--- src/rtl/fpu_pkg.sv ---
// Shared definitions for the FPU operand sequencer: status one-hot codes,
// sequencer state encoding and a one-hot test helper.
package fpu_pkg;

  localparam logic [3:0] StatusExact     = 4'b0001;
  localparam logic [3:0] StatusOverflow  = 4'b0010;
  localparam logic [3:0] StatusUnderflow = 4'b0100;
  localparam logic [3:0] StatusInexact   = 4'b1000;

  typedef enum logic [1:0] {
    StIdle,
    StWait,
    StHold
  } seq_state_t;

  function automatic logic is_onehot4(input logic [3:0] s);
    return (s != 4'b0000) && ((s & (s - 4'd1)) == 4'b0000);
  endfunction

endpackage

--- src/rtl/status_counter.sv ---
// Saturating event counter with synchronous clear; clear has priority over increment.
module status_counter #(
  parameter int unsigned CNT_W = 16
) (
  input  logic             clk,
  input  logic             rst,
  input  logic             clear,
  input  logic             inc,
  output logic [CNT_W-1:0] count
);

  logic [CNT_W-1:0] count_q;

  always_ff @(posedge clk or posedge rst) begin
    if (rst) begin
      count_q <= '0;
    end else if (clear) begin
      count_q <= '0;
    end else if (inc && (count_q != {CNT_W{1'b1}})) begin
      count_q <= count_q + 1'b1;
    end
  end

  assign count = count_q;

endmodule

--- src/rtl/fpu_op_sequencer.sv ---
// Operand issue / result capture wrapper around the FPU with a fixed settle
// latency, single-entry result register and per-status event counters.
module fpu_op_sequencer
  import fpu_pkg::*;
#(
  parameter int unsigned LATENCY = 4,
  parameter int unsigned CNT_W   = 16
) (
  input  logic             clock100KHz,
  input  logic             reset,
  input  logic [31:0]      a_in,
  input  logic [31:0]      b_in,
  input  logic             in_valid,
  output logic             in_ready,
  output logic [31:0]      op_A_out,
  output logic [31:0]      op_B_out,
  input  logic [31:0]      fpu_data_in,
  input  logic [3:0]       fpu_status_in,
  input  logic             fpu_flags_in,
  output logic [31:0]      res_data_out,
  output logic [3:0]       res_status_out,
  output logic             res_flags_out,
  output logic             res_valid,
  input  logic             res_ready,
  input  logic             clear_cnt,
  output logic [CNT_W-1:0] cnt_exact_out,
  output logic [CNT_W-1:0] cnt_ovf_out,
  output logic [CNT_W-1:0] cnt_unf_out,
  output logic [CNT_W-1:0] cnt_inx_out,
  output logic             status_err_out
);

  if (LATENCY < 1) begin : g_latency_check
    $error("fpu_op_sequencer: LATENCY must be at least 1");
  end

  localparam int unsigned WaitW = (LATENCY > 1) ? $clog2(LATENCY) : 1;

  seq_state_t       state_q, state_d;
  logic [WaitW-1:0] wait_q, wait_d;
  logic             load;
  logic             capture;

  logic [31:0] op_a_q, op_b_q;
  logic [31:0] res_data_q;
  logic [3:0]  res_status_q;
  logic        res_flag_q;
  logic        status_err_q;

  always_comb begin
    state_d = state_q;
    wait_d  = wait_q;
    load    = 1'b0;
    capture = 1'b0;
    unique case (state_q)
      StIdle: begin
        if (in_valid) begin
          load    = 1'b1;
          wait_d  = WaitW'(LATENCY - 1);
          state_d = StWait;
        end
      end
      StWait: begin
        if (wait_q == '0) begin
          capture = 1'b1;
          state_d = StHold;
        end else begin
          wait_d = wait_q - 1'b1;
        end
      end
      StHold: begin
        if (res_ready) begin
          state_d = StIdle;
        end
      end
      default: state_d = StIdle;
    endcase
  end

  always_ff @(posedge clock100KHz or posedge reset) begin
    if (reset) begin
      state_q <= StIdle;
      wait_q  <= '0;
    end else begin
      state_q <= state_d;
      wait_q  <= wait_d;
    end
  end

  // Operands only move on an accepted input so the FPU sees a stable pair.
  always_ff @(posedge clock100KHz or posedge reset) begin
    if (reset) begin
      op_a_q <= '0;
      op_b_q <= '0;
    end else if (load) begin
      op_a_q <= a_in;
      op_b_q <= b_in;
    end
  end

  always_ff @(posedge clock100KHz or posedge reset) begin
    if (reset) begin
      res_data_q   <= '0;
      res_status_q <= '0;
      res_flag_q   <= 1'b0;
    end else if (capture) begin
      res_data_q   <= fpu_data_in;
      res_status_q <= fpu_status_in;
      res_flag_q   <= fpu_flags_in;
    end
  end

  always_ff @(posedge clock100KHz or posedge reset) begin
    if (reset) begin
      status_err_q <= 1'b0;
    end else if (clear_cnt) begin
      status_err_q <= 1'b0;
    end else if (capture && !is_onehot4(fpu_status_in)) begin
      status_err_q <= 1'b1;
    end
  end

  status_counter #(
    .CNT_W(CNT_W)
  ) u_cnt_exact (
    .clk  (clock100KHz),
    .rst  (reset),
    .clear(clear_cnt),
    .inc  (capture && (fpu_status_in == StatusExact)),
    .count(cnt_exact_out)
  );

  status_counter #(
    .CNT_W(CNT_W)
  ) u_cnt_ovf (
    .clk  (clock100KHz),
    .rst  (reset),
    .clear(clear_cnt),
    .inc  (capture && (fpu_status_in == StatusOverflow)),
    .count(cnt_ovf_out)
  );

  status_counter #(
    .CNT_W(CNT_W)
  ) u_cnt_unf (
    .clk  (clock100KHz),
    .rst  (reset),
    .clear(clear_cnt),
    .inc  (capture && (fpu_status_in == StatusUnderflow)),
    .count(cnt_unf_out)
  );

  status_counter #(
    .CNT_W(CNT_W)
  ) u_cnt_inx (
    .clk  (clock100KHz),
    .rst  (reset),
    .clear(clear_cnt),
    .inc  (capture && (fpu_status_in == StatusInexact)),
    .count(cnt_inx_out)
  );

  assign in_ready       = (state_q == StIdle);
  assign res_valid      = (state_q == StHold);
  assign op_A_out       = op_a_q;
  assign op_B_out       = op_b_q;
  assign res_data_out   = res_data_q;
  assign res_status_out = res_status_q;
  assign res_flags_out  = res_flag_q;
  assign status_err_out = status_err_q;

endmodule

--- config.mk ---
export PLATFORM = sky130hd
export DESIGN_NAME = fpu_op_sequencer
export DESIGN_NICKNAME = d
export VERILOG_FILES = /design/src/rtl/fpu_pkg.sv /design/src/rtl/status_counter.sv /design/src/rtl/fpu_op_sequencer.sv
export SDC_FILE = /design/constraint.sdc
export NUM_CORES = 1
export LEC_CHECK = 0
export ABC_AREA = 1
export ABC_CLOCK_PERIOD_IN_PS = 7400
export CAP_MARGIN = 20
export CORE_UTILIZATION = 45
export DETAILED_ROUTE_END_ITERATION = 8
export PLACE_DENSITY = 0.79
export SYNTH_ARGS = -nofsm -noshare
export SYNTH_HDL_FRONTEND = slang
export SYNTH_SLANG_ARGS = --single-unit
--- constraint.sdc ---
create_clock -name clock100KHz -period 7.4 [get_ports clock100KHz]
set_clock_uncertainty 0.15 [all_clocks]
set_input_delay 1.11 -clock clock100KHz [delete_from_list [all_inputs] [get_ports clock100KHz]]
set_output_delay 1.11 -clock clock100KHz [all_outputs]
set_load 0.05 [all_outputs]
# After elaboration in Yosys (flattened, before gate mapping)
# Index checks and enable logic that the tools add are counted.
# Widths: inputs -> output; s select.
[word_totals] elab_cells=77 out_inout_bits=168 ff_bits=170
[classes] mux=21 bitwise=1 n_addsub=6 reduce_logical=23 n_eq_ne=14
[op_table] op="$mux 16" n=8
[op_table] op="$add 16x1->16 const B" n=4
[op_table] op="$ne 16x16->1 const B" n=4
[op_table] op="$reduce_bool 2->1" n=6
[op_table] op="$logic_and 1x1->1" n=10
[op_table] op="$mux 2" n=5
[op_table] op="$mux 1" n=6
[op_table] op="$ne 2x2->1 const B" n=3
[op_table] op="$pmux 2 s3" n=1
[op_table] op="$reduce_and 3->1" n=2
[op_table] op="$and 4x4->4" n=1
[op_table] op="$eq 4x1->1 const B" n=1
[op_table] op="$eq 4x2->1 const B" n=1
[op_table] op="$eq 4x3->1 const B" n=1
[op_table] op="$eq 4x4->1 const B" n=1
[op_table] op="$logic_not 2->1" n=2
[op_table] op="$logic_not 4->1" n=1
[op_table] op="$pmux 2 s2" n=1
[op_table] op="$reduce_bool 4->1" n=1
[op_table] op="$sub 4x1->4 const B" n=1
[op_table] op="$eq 2x1->1 const B" n=1
[op_table] op="$eq 2x2->1 const B" n=1
[op_table] op="$ne 2x1->1 const B" n=1
[op_table] op="$sub 2x1->2 const B" n=1
[op_table] op="$logic_not 1->1" n=1

# Depth between registers and ports, before layout
# Gate-level depths: netlist of run 1.
[depth] word_depth=8 mapped_depth=10 depth_no_buf=9

# By module
# A second synthesis of run 1 with hierarchy kept.
[hier_totals] hier_cells=1110 area_unflattened_um2=8533.2
[by_module_without_submodules] module="fpu_op_sequencer" cells_per_inst=472 area_per_inst_um2=4201.5 n_inst=1
[by_module_without_submodules] module="status_counter at u_cnt_exact ..." cells_per_inst=159 area_per_inst_um2=1083.5 n_inst=3
[by_module_without_submodules] module="status_counter at u_cnt_inx" cells_per_inst=161 area_per_inst_um2=1081.0 n_inst=1

# Least setup slack after synthesis of run 1
# No wires, ideal clock.
[synth_path] path_kind="register -> output" from="register state_q[0]" to="output port in_ready" arrival_ns=1.138 path_buffers=0 path_stages_with_launch=2 slack_ns=5.002 required_ns=6.140 cell_sequence="dfrtp_1 > nor2_1"
[synth_between] elab_chain_len=1
[synth_lines] element="start: declaration" line_no="fpu_op_sequencer.sv:39" source="seq_state_t state_q, state_d;"
[synth_lines] element="start signal: assignment" line_no="fpu_op_sequencer.sv:82" source="state_q <= StIdle;"
[synth_lines] element="start signal: assignment" line_no="fpu_op_sequencer.sv:85" source="state_q <= state_d;"
[synth_lines] element="$logic_not 2->1" line_no="fpu_op_sequencer.sv:163" source="assign in_ready = (state_q == StIdle);"
[synth_lines] element="end: declaration" line_no="fpu_op_sequencer.sv:14" source="output logic in_ready,"
# No other way between the ends.

# Worst setup path after layout of run 1
[layout_path] from="input port clear_cnt" to="register u_cnt_unf.count_q[0], in the netlist u_cnt_unf.count[0]"
[layout_between] elab_chain_len=1
[layout_lines] element="start: declaration" line_no="fpu_op_sequencer.sv:25" source="input logic clear_cnt,"
[layout_lines] element="$mux 16 or $reduce_bool 2->1 (tied branches)"
[layout_lines] element="end signal: assignment" line_no="status_counter.sv:20" source="count_q <= count_q + 1'b1;"
[layout_lines] element="end: declaration" line_no="status_counter.sv:12" source="logic [CNT_W-1:0] count_q;"
# Several ways; a longest one is shown, not always the timed one.
# A chain may end at the register's enable or synchronous reset.

==> flow_metrics.py, run 1 <==
metrics = {
    "setup_path": {
        "reg2regPathDepth": 9,
        "timing.rr.start": "wait_q[0]$_DFFE_PP0P_",
        "critPathArrivalTime_ns": 3.79,
        "r2r-end": "u_cnt_ovf.count[13]$_DFFE_PP0P_",
        "path_class": "primary input to flop",
        "reg2reg_slack_ns": 4.60,
        "startpoint": "clear_cnt",
        "path_max_fanout": 36,
        "worstPathRequired_ns": 7.59,
        "worstSetupStartpointType": "primary input",
        "endpoint": "u_cnt_unf.count[0]$_DFFE_PP0P_",
        "crit_path_end_kind": "flop",
    },
    "cells_and_area": {
        "final_nets": 1294,
        "fillerInstances": 1432,
        "drive_gt1_share_pct": 10.4,
        "instances_no_fill": 1421,
        "area_growth_syn_to_layout_pct": 42.8,
    },
    "grt": {
        "grt_pass1_wl_um": 35900,
        "use_met1_pct": 29.6,
        "overflow": 0,
        "grt.total_usage_pct": 24.9,
        "antenna_found_initial": 1,
        "met3_usage_pct": 9.02,
        "groute.layer.met2.usage_pct": 40.9,
        "first_global_vias": 7132,
        "grt_max_degree": 102,
        "grt.busiest_layer": "met2",
    },
    "floorplanning": {
        "die_w_um": 136,
        "rows": 48,
        "core_um2": 17500,
        "start_util_pct": 46.5,
        "die_area_um2": 18600,
        "io_pins": 274,
        "die_h_um": 136,
    },
    "clocking": {
        "cts_root_buf": "clkbuf_16",
        "path_clk_slew_ns": 0.07,
        "cts_buffers": 17,
        "cts_sinks": 170,
        "tritoncts": "done",
        "ctsResizeCount": 0,
        "clock_path_buffers": 2,
        "ctsHoldBuffers": 0,
        "cts_setup_buffers": 0,
        "cts-htree-levels": 4,
        "insertion_delay_ns": 0.43,
    },
    "drt": {
        "post-route-drc-count": 0,
        "wl_per_cell_um": 15.9,
        "routed_wl_um": 22600,
        "first_pass_iters": 6,
        "final_antenna_net_count": 0,
        "vias": 7279,
        "drt_iter0_markers": 427,
        "avgViaCountPerCell": 5.12,
    },
    "yosys": {
        "avgSynthCellArea_um2": 8.85,
        "synth_cell_types": 31,
        "synthMuxAreaShare_pct": 8.87,
        "synth_simple_gate_area_share_pct": 29.3,
        "synth_seq_cells": 170,
        "ys_top_cells_by_count": "nand2_1 (341), dfrtp_1 (170), nor2_1 (94)",
        "yosysWarnings": 0,
        "synth.top_cell.area_share_pct": 52.4,
        "ys.flop_type": "dfrtp_1",
        "async_reset_ff_share_pct": 100,
        "yosys.area.top_type": "dfrtp_1",
        "synth-edff-count": 0,
        "synth_compound_area_share_pct": 2.39,
        "netlist_instances": 918,
        "yosys-top-cells-area": "dfrtp_1 (52%), nand2_1 (16%), mux2_2 (8.9%), nor2_1 (4.3%), nand4_1 (3.9%)",
        "synth_xor_area_share_pct": 2.37,
        "ys_seq_area_share_pct": 52.4,
        "syn_area_um2": 8120,
        "syn_nets": 1029,
        "synthAdderAreaFrac_pct": 0.770,
        "synth_most_common_cell": "nand2_1",
        "synth_top_family_by_area": "simple AND/OR/NAND/NOR gates",
    },
    "hold_path": {
        "min_path_type": "flop to flop",
        "whs_path_depth": 2,
    },
    "sta": {
        "period_minus_slack_ns": 3.60,
        "finalHoldViolCount": 0,
        "whs_ns": 0.328,
        "setup_viol": 0,
        "fin_setup_tns_ns": 0,
        "period_share_pct": 48.6,
        "rsz0062_at_grt": "no",
        "worst_slew_pin_slew_ns": 0.935,
        "timing.slew.headroom_pct": 37.4,
        "fmax_mhz": 278,
        "maxSlewViolCount": 0,
    },
    "placement": {
        "gp_congestion": 0.903,
        "dp_cells": 1389,
        "hpwl_um": 16100,
        "io_buffers": 273,
    },
    "job": {
        "max-cap-violations": 0,
    },
    "power_and_ir_drop": {
        "vdd_drop_max_v": 0.000404,
        "leakagePower_uw": 0.00516,
        "powerDensity_nw_per_um2": 387,
    },
    "outcome": {
        "status": "complete, no violations",
    },
}
==> area by class of cell <==
cell class	count	area, um^2	area share, %
clock buffers	18	439	3.79
flip-flops and latches	170	4250	36.7
diodes	1	2.50	0.0216
inverters	44	171	1.48
clock inverters	13	143	1.23
well taps	225	282	2.43
multi-input cells	674	3550	30.6
repair buffers	276	2760	23.8
==> sequential cells by signal, indices dropped and copies added (netlist names) <==
register and cells:
op_A_out 32, op_B_out 32, res_data_out 32, u_cnt_exact.count 16, u_cnt_inx.count 16, u_cnt_ovf.count 16, u_cnt_unf.count 16, res_status_out 4
state_q 2, wait_q 2, res_flags_out 1, status_err_out 1
==> cells by family after synthesis <==
group	Yosys count
multiplexers	64
buffers and inverters	74
XOR/XNOR	22
flip-flops	170
adder cells (fa/ha/maj)	5
AO/OA/AOI/OAI	32
AND/OR/NAND/NOR	551
==> stage by stage <==
stage	instance area [um^2]	utilization [%]	setup WS, ns	total power (uW)
floorplan	8120	-	1.54	2810
global placement	11000	63.0	3.52	3580
detailed placement	11000	63.0	3.46	3610
CTS	11600	66.4	3.87	4520
global route	11600	66.4	3.63	4660
finish	11600	66.4	3.80	4490
==> where the power goes <==
part / switching, uW / total [uW] / leakage (uW) / internal [uW]
logic: 1460 / 2220 / 0.00271 / 760
registers: 157 / 1380 / 0.00215 / 1220
clock network: 383 / 892 / 0.000289 / 509
total: 2000 / 4490 / 0.00516 / 2490
==> how the worst min path moves through the flow <==
stage / startpoint / slack, ns / endpoint
global placement: res_data_out[27]$_DFFE_PP0P_ / 0.31 / res_data_out[27]$_DFFE_PP0P_
floorplan: wait_q[0]$_DFFE_PP0P_ / 0.37 / wait_q[0]$_DFFE_PP0P_
CTS: res_data_out[7]$_DFFE_PP0P_ / 0.33 / res_data_out[7]$_DFFE_PP0P_
detailed placement: res_data_out[7]$_DFFE_PP0P_ / 0.31 / res_data_out[7]$_DFFE_PP0P_
finish: res_data_out[7]$_DFFE_PP0P_ / 0.33 / res_data_out[7]$_DFFE_PP0P_
global route: res_status_out[0]$_DFFE_PP0P_ / 0.36 / res_status_out[0]$_DFFE_PP0P_
==> worst max-delay path, stage by stage <==
cell	delay, ns
clkdlybuf4s50_1	0.89
inv_1	0.79
buf_4	0.50
o21ai_1	0.23
o21ai_0	0.21
==> cells in the final DEF (no fill, tap or decap) <==
cell,count
nand2_1,340
clkdlybuf4s50_1,273
dfrtp_1,170
nor2_1,94
mux2_2,64
nand4_1,51
inv_1,41
nand3_1,39
xor2_1,22
clkbuf_16,17
o21ai_0,15
o21bai_1,11
or2_2,6
clkinv_2,5
nor2_2,5
inv_6,5
ha_1,5
nor2_4,4
nand3b_1,4
nand2_2,3
o21ai_1,3
buf_4,3
nand3_2,2
nor2_8,2
bufinv_16,2
diode_2,1
nand3_4,1
inv_2,1
a21oi_1,1
a41oi_1,1
o31ai_1,1
clkbuf_8,1
inv_8,1
clkinv_4,1
clkinvlp_4,1
==> metal layers <==
metal | up-vias | part of all wire, %
met5 | - | 0.058
met4 | 2 | 2.6
met3 | 38 | 8.6
met2 | 256 | 49
met1 | 3463 | 39
li1 | 3520 | -
Note: power is estimated with default switching activity, not from simulation.
==> run 2: changes to the inputs <==
Settings changed: ABC_CLOCK_PERIOD_IN_PS 7400 to 3300, CORE_UTILIZATION 45 to 42, PLACE_DENSITY 0.79 to 0.78.
Clock period 7.4 ns to 3.3 ns, I/O delays scaled along.
==> run 2 against run 1 <==
Sequential power increased by 120%. Sequential share of layout area is 0.51 points lower. Cell area grew 1.4%. Sequential cell count did not move. Total power rose by 130%. Utilization decreased by 3.9 points. Hold slack improved by 0.0024 ns. Global-route usage down 1.3 points. Final cell count increased by 2.9%. Via count down 0.15%. Routed wire length is 1.1% higher. Clock power increased by 140%.
==> flow_metrics.py, run 2 (synthesized netlist as in run 1, its figures left out) <==
metrics = {
    "outcome": {
        "status": "complete, no violations",
    },
    "drt": {
        "drt_iter0_markers": 371,
        "routed_wl_um": 22800,
        "wl_per_cell_um": 15.6,
        "first_pass_iters": 5,
        "vias": 7268,
        "avgViaCountPerCell": 4.97,
        "post-route-drc-count": 0,
        "final_antenna_net_count": 0,
    },
    "clocking": {
        "cts_root_buf": "clkbuf_16",
        "ctsResizeCount": 0,
        "insertion_delay_ns": 0.43,
        "cts-htree-levels": 4,
        "tritoncts": "done",
        "cts_sinks": 170,
        "cts_setup_buffers": 0,
        "ctsHoldBuffers": 0,
        "clock_path_buffers": 2,
        "path_clk_slew_ns": 0.07,
        "cts_buffers": 17,
    },
    "cells_and_area": {
        "seq_area_um2": 4250,
        "multi_input_area_um2": 3550,
        "fin_area_um2": 11800,
        "final_cell_mix": "nand2_1 (340), clkdlybuf4s50_1 (273), dfrtp_1 (170)",
        "area_growth_syn_to_layout_pct": 44.8,
        "diodes": 0,
        "instances_no_fill": 1462,
        "final_nets": 1300,
        "fillerInstances": 1556,
        "drive_gt1_share_pct": 10.8,
        "final_common_cell": "nand2_1",
    },
    "setup_path": {
        "slowest_delay_ns": 0.86,
        "worstPathRequired_ns": 2.65,
        "path_class": "flop to output port",
        "reg2regPathDepth": 10,
        "crit_family": "buffers and inverters",
        "cp.depth": 2,
        "crit_path_end_kind": "output port",
        "worstSetupStartpointType": "flop",
        "crit_buf_inv": 1,
        "critPathArrivalTime_ns": 2.04,
        "path_cells": "nor2_1 > clkdlybuf4s50_1",
        "path_max_fanout": 6,
        "cp_slowest_cell": "clkdlybuf4s50_1",
        "reg2reg_slack_ns": 0.95,
    },
    "grt": {
        "grt.total_usage_pct": 23.7,
        "overflow": 0,
        "antenna_found_initial": 0,
        "first_global_vias": 7090,
        "grt_pass1_wl_um": 36600,
        "grt_max_degree": 116,
    },
    "floorplanning": {
        "die_w_um": 141,
        "rows": 50,
        "die_area_um2": 19900,
        "die_h_um": 141,
        "io_pins": 274,
        "start_util_pct": 43.1,
        "core_um2": 18800,
    },
    "placement": {
        "hpwl_um": 16500,
        "dp_cells": 1430,
        "gp_congestion": 0.901,
        "io_buffers": 273,
        "placed_area_um2": 11100,
        "dpl_worst_slack_ns": 0.722,
    },
    "power_and_ir_drop": {
        "powerDensity_nw_per_um2": 870,
        "vdd_drop_max_v": 0.000748,
        "leakagePower_uw": 0.00521,
    },
    "sta": {
        "rsz0062_at_grt": "no",
        "fin_ws_ns": 0.618,
        "timing.slew.headroom_pct": 51.2,
        "maxSlewViolCount": 0,
        "fin_setup_tns_ns": 0,
        "fmax_mhz": 373,
        "period_share_pct": 81.3,
        "whs_ns": 0.330,
        "setup_viol": 0,
        "period_minus_slack_ns": 2.68,
        "finalHoldViolCount": 0,
        "worst_slew_pin_slew_ns": 0.733,
    },
    "hold_path": {
        "whs_path_depth": 2,
        "min_path_type": "flop to flop",
    },
    "job": {
        "max-cap-violations": 0,
    },
}
[run 2: cell count changes in the layout (fill, tap and decap cells not counted), sizes merged]
cell and delta:
buf +6, bufinv +1, clkinv -3, clkinvlp +3, diode -1
[run 2: routing by layer]
layer	vias up	share of wire, %	global-route usage (%)	wire length (um)
met5	-	0	0	0
met4	0	2.1	8.07	481
met3	34	7.6	7.20	1740
met2	242	51	40.3	11600
met1	3467	39	28.5	8990
li1	3525	-	-	-
[run 2: layout make-up]
cell class,instances,area share [%]
Clock buffer,18,3.65
Timing Repair Buffer,282,24.0
Inverter,44,1.45
Sequential cell,170,36.2
Multi-Input combinational cell,674,30.2
Clock inverter,14,1.77
Tap cell,260,2.77
[run 2: where the power goes]
group	switching, uW	internal (uW)
logic	3270	1720
registers	338	2740
clock network	937	1230
[run 2: final timing paths]
check / start / to
worst min-delay path: res_data_out[31]$_DFFE_PP0P_ / res_data_out[31]$_DFFE_PP0P_
min in group asynchronous: reset / u_cnt_exact.count[7]$_DFFE_PP0P_
worst max-delay path: state_q[0]$_DFFE_PP0P_ / in_ready
worst max register to register: u_cnt_inx.count[0]$_DFFE_PP0P_ / u_cnt_inx.count[15]$_DFFE_PP0P_
max in group asynchronous: reset / res_data_out[1]$_DFFE_PP0P_
worst min register to register: res_data_out[31]$_DFFE_PP0P_ / res_data_out[31]$_DFFE_PP0P_
[run 2: worst min-delay path: cells and delay by family (launching register included)]
family / cells / cell delay, ns
flops: 1 / 0.34
simple gates: 2 / 0.11
[run 2: stage by stage]
stage                     util [%]  total power (uW)
final                         62.5             10200
after floorplan                  -              6300
after global routing          62.5             10600
after detailed placement      59.1              8110
after global placement        59.1              8040
after CTS                     62.5             10300
==> run 3: changes to the inputs <==
Settings changed: ABC_CLOCK_PERIOD_IN_PS 3300 to 2800, CORE_UTILIZATION 42 to 45, PLACE_DENSITY 0.78 to 0.79.
Clock period 3.3 ns to 2.8 ns, I/O delays scaled along.
==> run 3 against run 2 <==
Routed wire length shrank 1.3%. Setup slack worse by 0.39 ns. Final cell count down 2.2%. Total power grew 15%. Utilization grew 4.3 points. Register-to-register slack worse by 0.55 ns. Clock-buffer cell count rose by 1. Cell area decreased by 0.80%. Clock power rose by 4%. Hold slack lost 0.045 ns. Non-clock buffer count increased by 3. Critical endpoint unchanged.
==> flow_metrics.py, run 3 (synthesized netlist as in run 1, its figures left out) <==
metrics = {
    "outcome": {
        "status": "complete, no violations",
    },
    "sta": {
        "period_share_pct": 91.9,
        "setup_viol": 0,
        "fmax_mhz": 389,
        "fin_setup_tns_ns": 0,
        "maxSlewViolCount": 0,
        "finalHoldViolCount": 0,
        "whs_ns": 0.285,
        "rsz0062_at_grt": "no",
        "period_minus_slack_ns": 2.57,
        "worst_slew_pin_slew_ns": 0.800,
        "timing.slew.headroom_pct": 46.7,
    },
    "cells_and_area": {
        "final_common_cell": "nand2_1",
        "diodes": 0,
        "fin_area_um2": 11700,
        "instances_no_fill": 1430,
        "final_nets": 1303,
        "final_cell_mix": "nand2_1 (340), clkdlybuf4s50_1 (273), dfrtp_1 (170)",
        "area_growth_syn_to_layout_pct": 43.7,
        "drive_gt1_share_pct": 11.1,
    },
    "setup_path": {
        "slowest_delay_ns": 0.89,
        "crit_path_end_kind": "output port",
        "critPathArrivalTime_ns": 2.00,
        "path_cells": "nor2_1 > clkdlybuf4s50_1",
        "path_max_fanout": 6,
        "path_class": "flop to output port",
        "worstSetupStartpointType": "flop",
        "worstPathRequired_ns": 2.23,
        "reg2regPathDepth": 9,
        "cp_slowest_cell": "clkdlybuf4s50_1",
    },
    "clocking": {
        "ctsResizeCount": 0,
        "cts_sinks": 170,
        "path_clk_slew_ns": 0.07,
        "ctsHoldBuffers": 0,
        "cts_root_buf": "clkbuf_16",
        "cts_setup_buffers": 0,
        "cts-htree-levels": 4,
        "clock_path_buffers": 2,
        "cts_buffers": 17,
        "insertion_delay_ns": 0.42,
        "tritoncts": "done",
    },
    "drt": {
        "post-route-drc-count": 0,
        "avgViaCountPerCell": 5.07,
        "vias": 7254,
        "routed_wl_um": 22500,
        "wl_per_cell_um": 15.8,
        "drt_iter0_markers": 338,
        "final_antenna_net_count": 0,
        "first_pass_iters": 4,
    },
    "floorplanning": {
        "start_util_pct": 46.5,
        "io_pins": 274,
        "rows": 48,
        "die_w_um": 136,
        "die_area_um2": 18600,
        "die_h_um": 136,
        "core_um2": 17500,
    },
    "placement": {
        "hpwl_um": 16600,
        "placed_area_um2": 11100,
        "io_buffers": 273,
        "dp_cells": 1398,
        "gp_congestion": 0.875,
    },
    "power_and_ir_drop": {
        "vdd_drop_max_v": 0.000863,
        "powerDensity_nw_per_um2": 1010,
        "total_power_uw": 11800,
        "leakagePower_uw": 0.00519,
    },
    "grt": {
        "first_global_vias": 7154,
        "grt.busiest_layer": "met2",
        "grt_pass1_wl_um": 36100,
        "use_met1_pct": 29.9,
        "met3_usage_pct": 8.65,
        "groute.layer.met2.usage_pct": 41.9,
        "overflow": 0,
        "grt.total_usage_pct": 25.2,
        "grt_max_degree": 150,
        "antenna_found_initial": 0,
    },
    "hold_path": {
        "min_path_type": "primary input to async pin",
    },
    "job": {
        "max-cap-violations": 0,
    },
}
==> run 3: per-layer routing <==
layer / up-vias / part of all wire (%)
met2: 241 / 49
met4: 0 / 2.4
met1: 3448 / 40
met3: 35 / 8.1
met5: - / 0
li1: 3530 / -
==> run 3: stage by stage <==
step / utilization [%] / setup slack (ns)
detailed placement: 63.6 / 0.338
global placement: 63.6 / 0.348
global route: 66.8 / 0.126
finish: 66.8 / 0.228
floorplan: - / 0.0613
CTS: 66.8 / 0.220
==> run 3: power breakdown <==
part	leakage (uW)	internal [uW]	switching, uW
combinational	0.00276	2030	3860
sequential	0.00216	3240	406
clock	0.000270	1210	1040
total	0.00519	6470	5310
==> run 3: final timing paths <==
path                                              from                         endpoint  slack [ns]
setup / recovery                state_q[0]$_DFFE_PP0P_                         in_ready        0.23
hold / removal                                   reset         op_B_out[13]$_DFFE_PP0P_        0.29
setup reg to reg                 wait_q[0]$_DFFE_PP0P_  u_cnt_inx.count[13]$_DFFE_PP0P_        0.40
hold reg to reg            res_data_out[1]$_DFFE_PP0P_      res_data_out[1]$_DFFE_PP0P_        0.33
max in group asynchronous                        reset   u_cnt_unf.count[0]$_DFFE_PP0P_        1.45
min in group clock100KHz   res_data_out[1]$_DFFE_PP0P_      res_data_out[1]$_DFFE_PP0P_        0.33
==> run 3: area by class of cell <==
cell class | instances | area, um^2
well taps | 225 | 282
fillers | 1385 | 5810
flip-flops and latches | 170 | 4250
multi-input cells | 674 | 3550
repair buffers | 285 | 2850
clock inverters | 13 | 111
inverters | 44 | 170
clock buffers | 19 | 453
==> run 3: worst max-delay path: cells and delay by family (launching register included) <==
kind / cells / cell delay, ns
flip-flops: 1 / 0.46
buffers and inverters: 1 / 0.89
AND/OR/NAND/NOR: 1 / 0.22
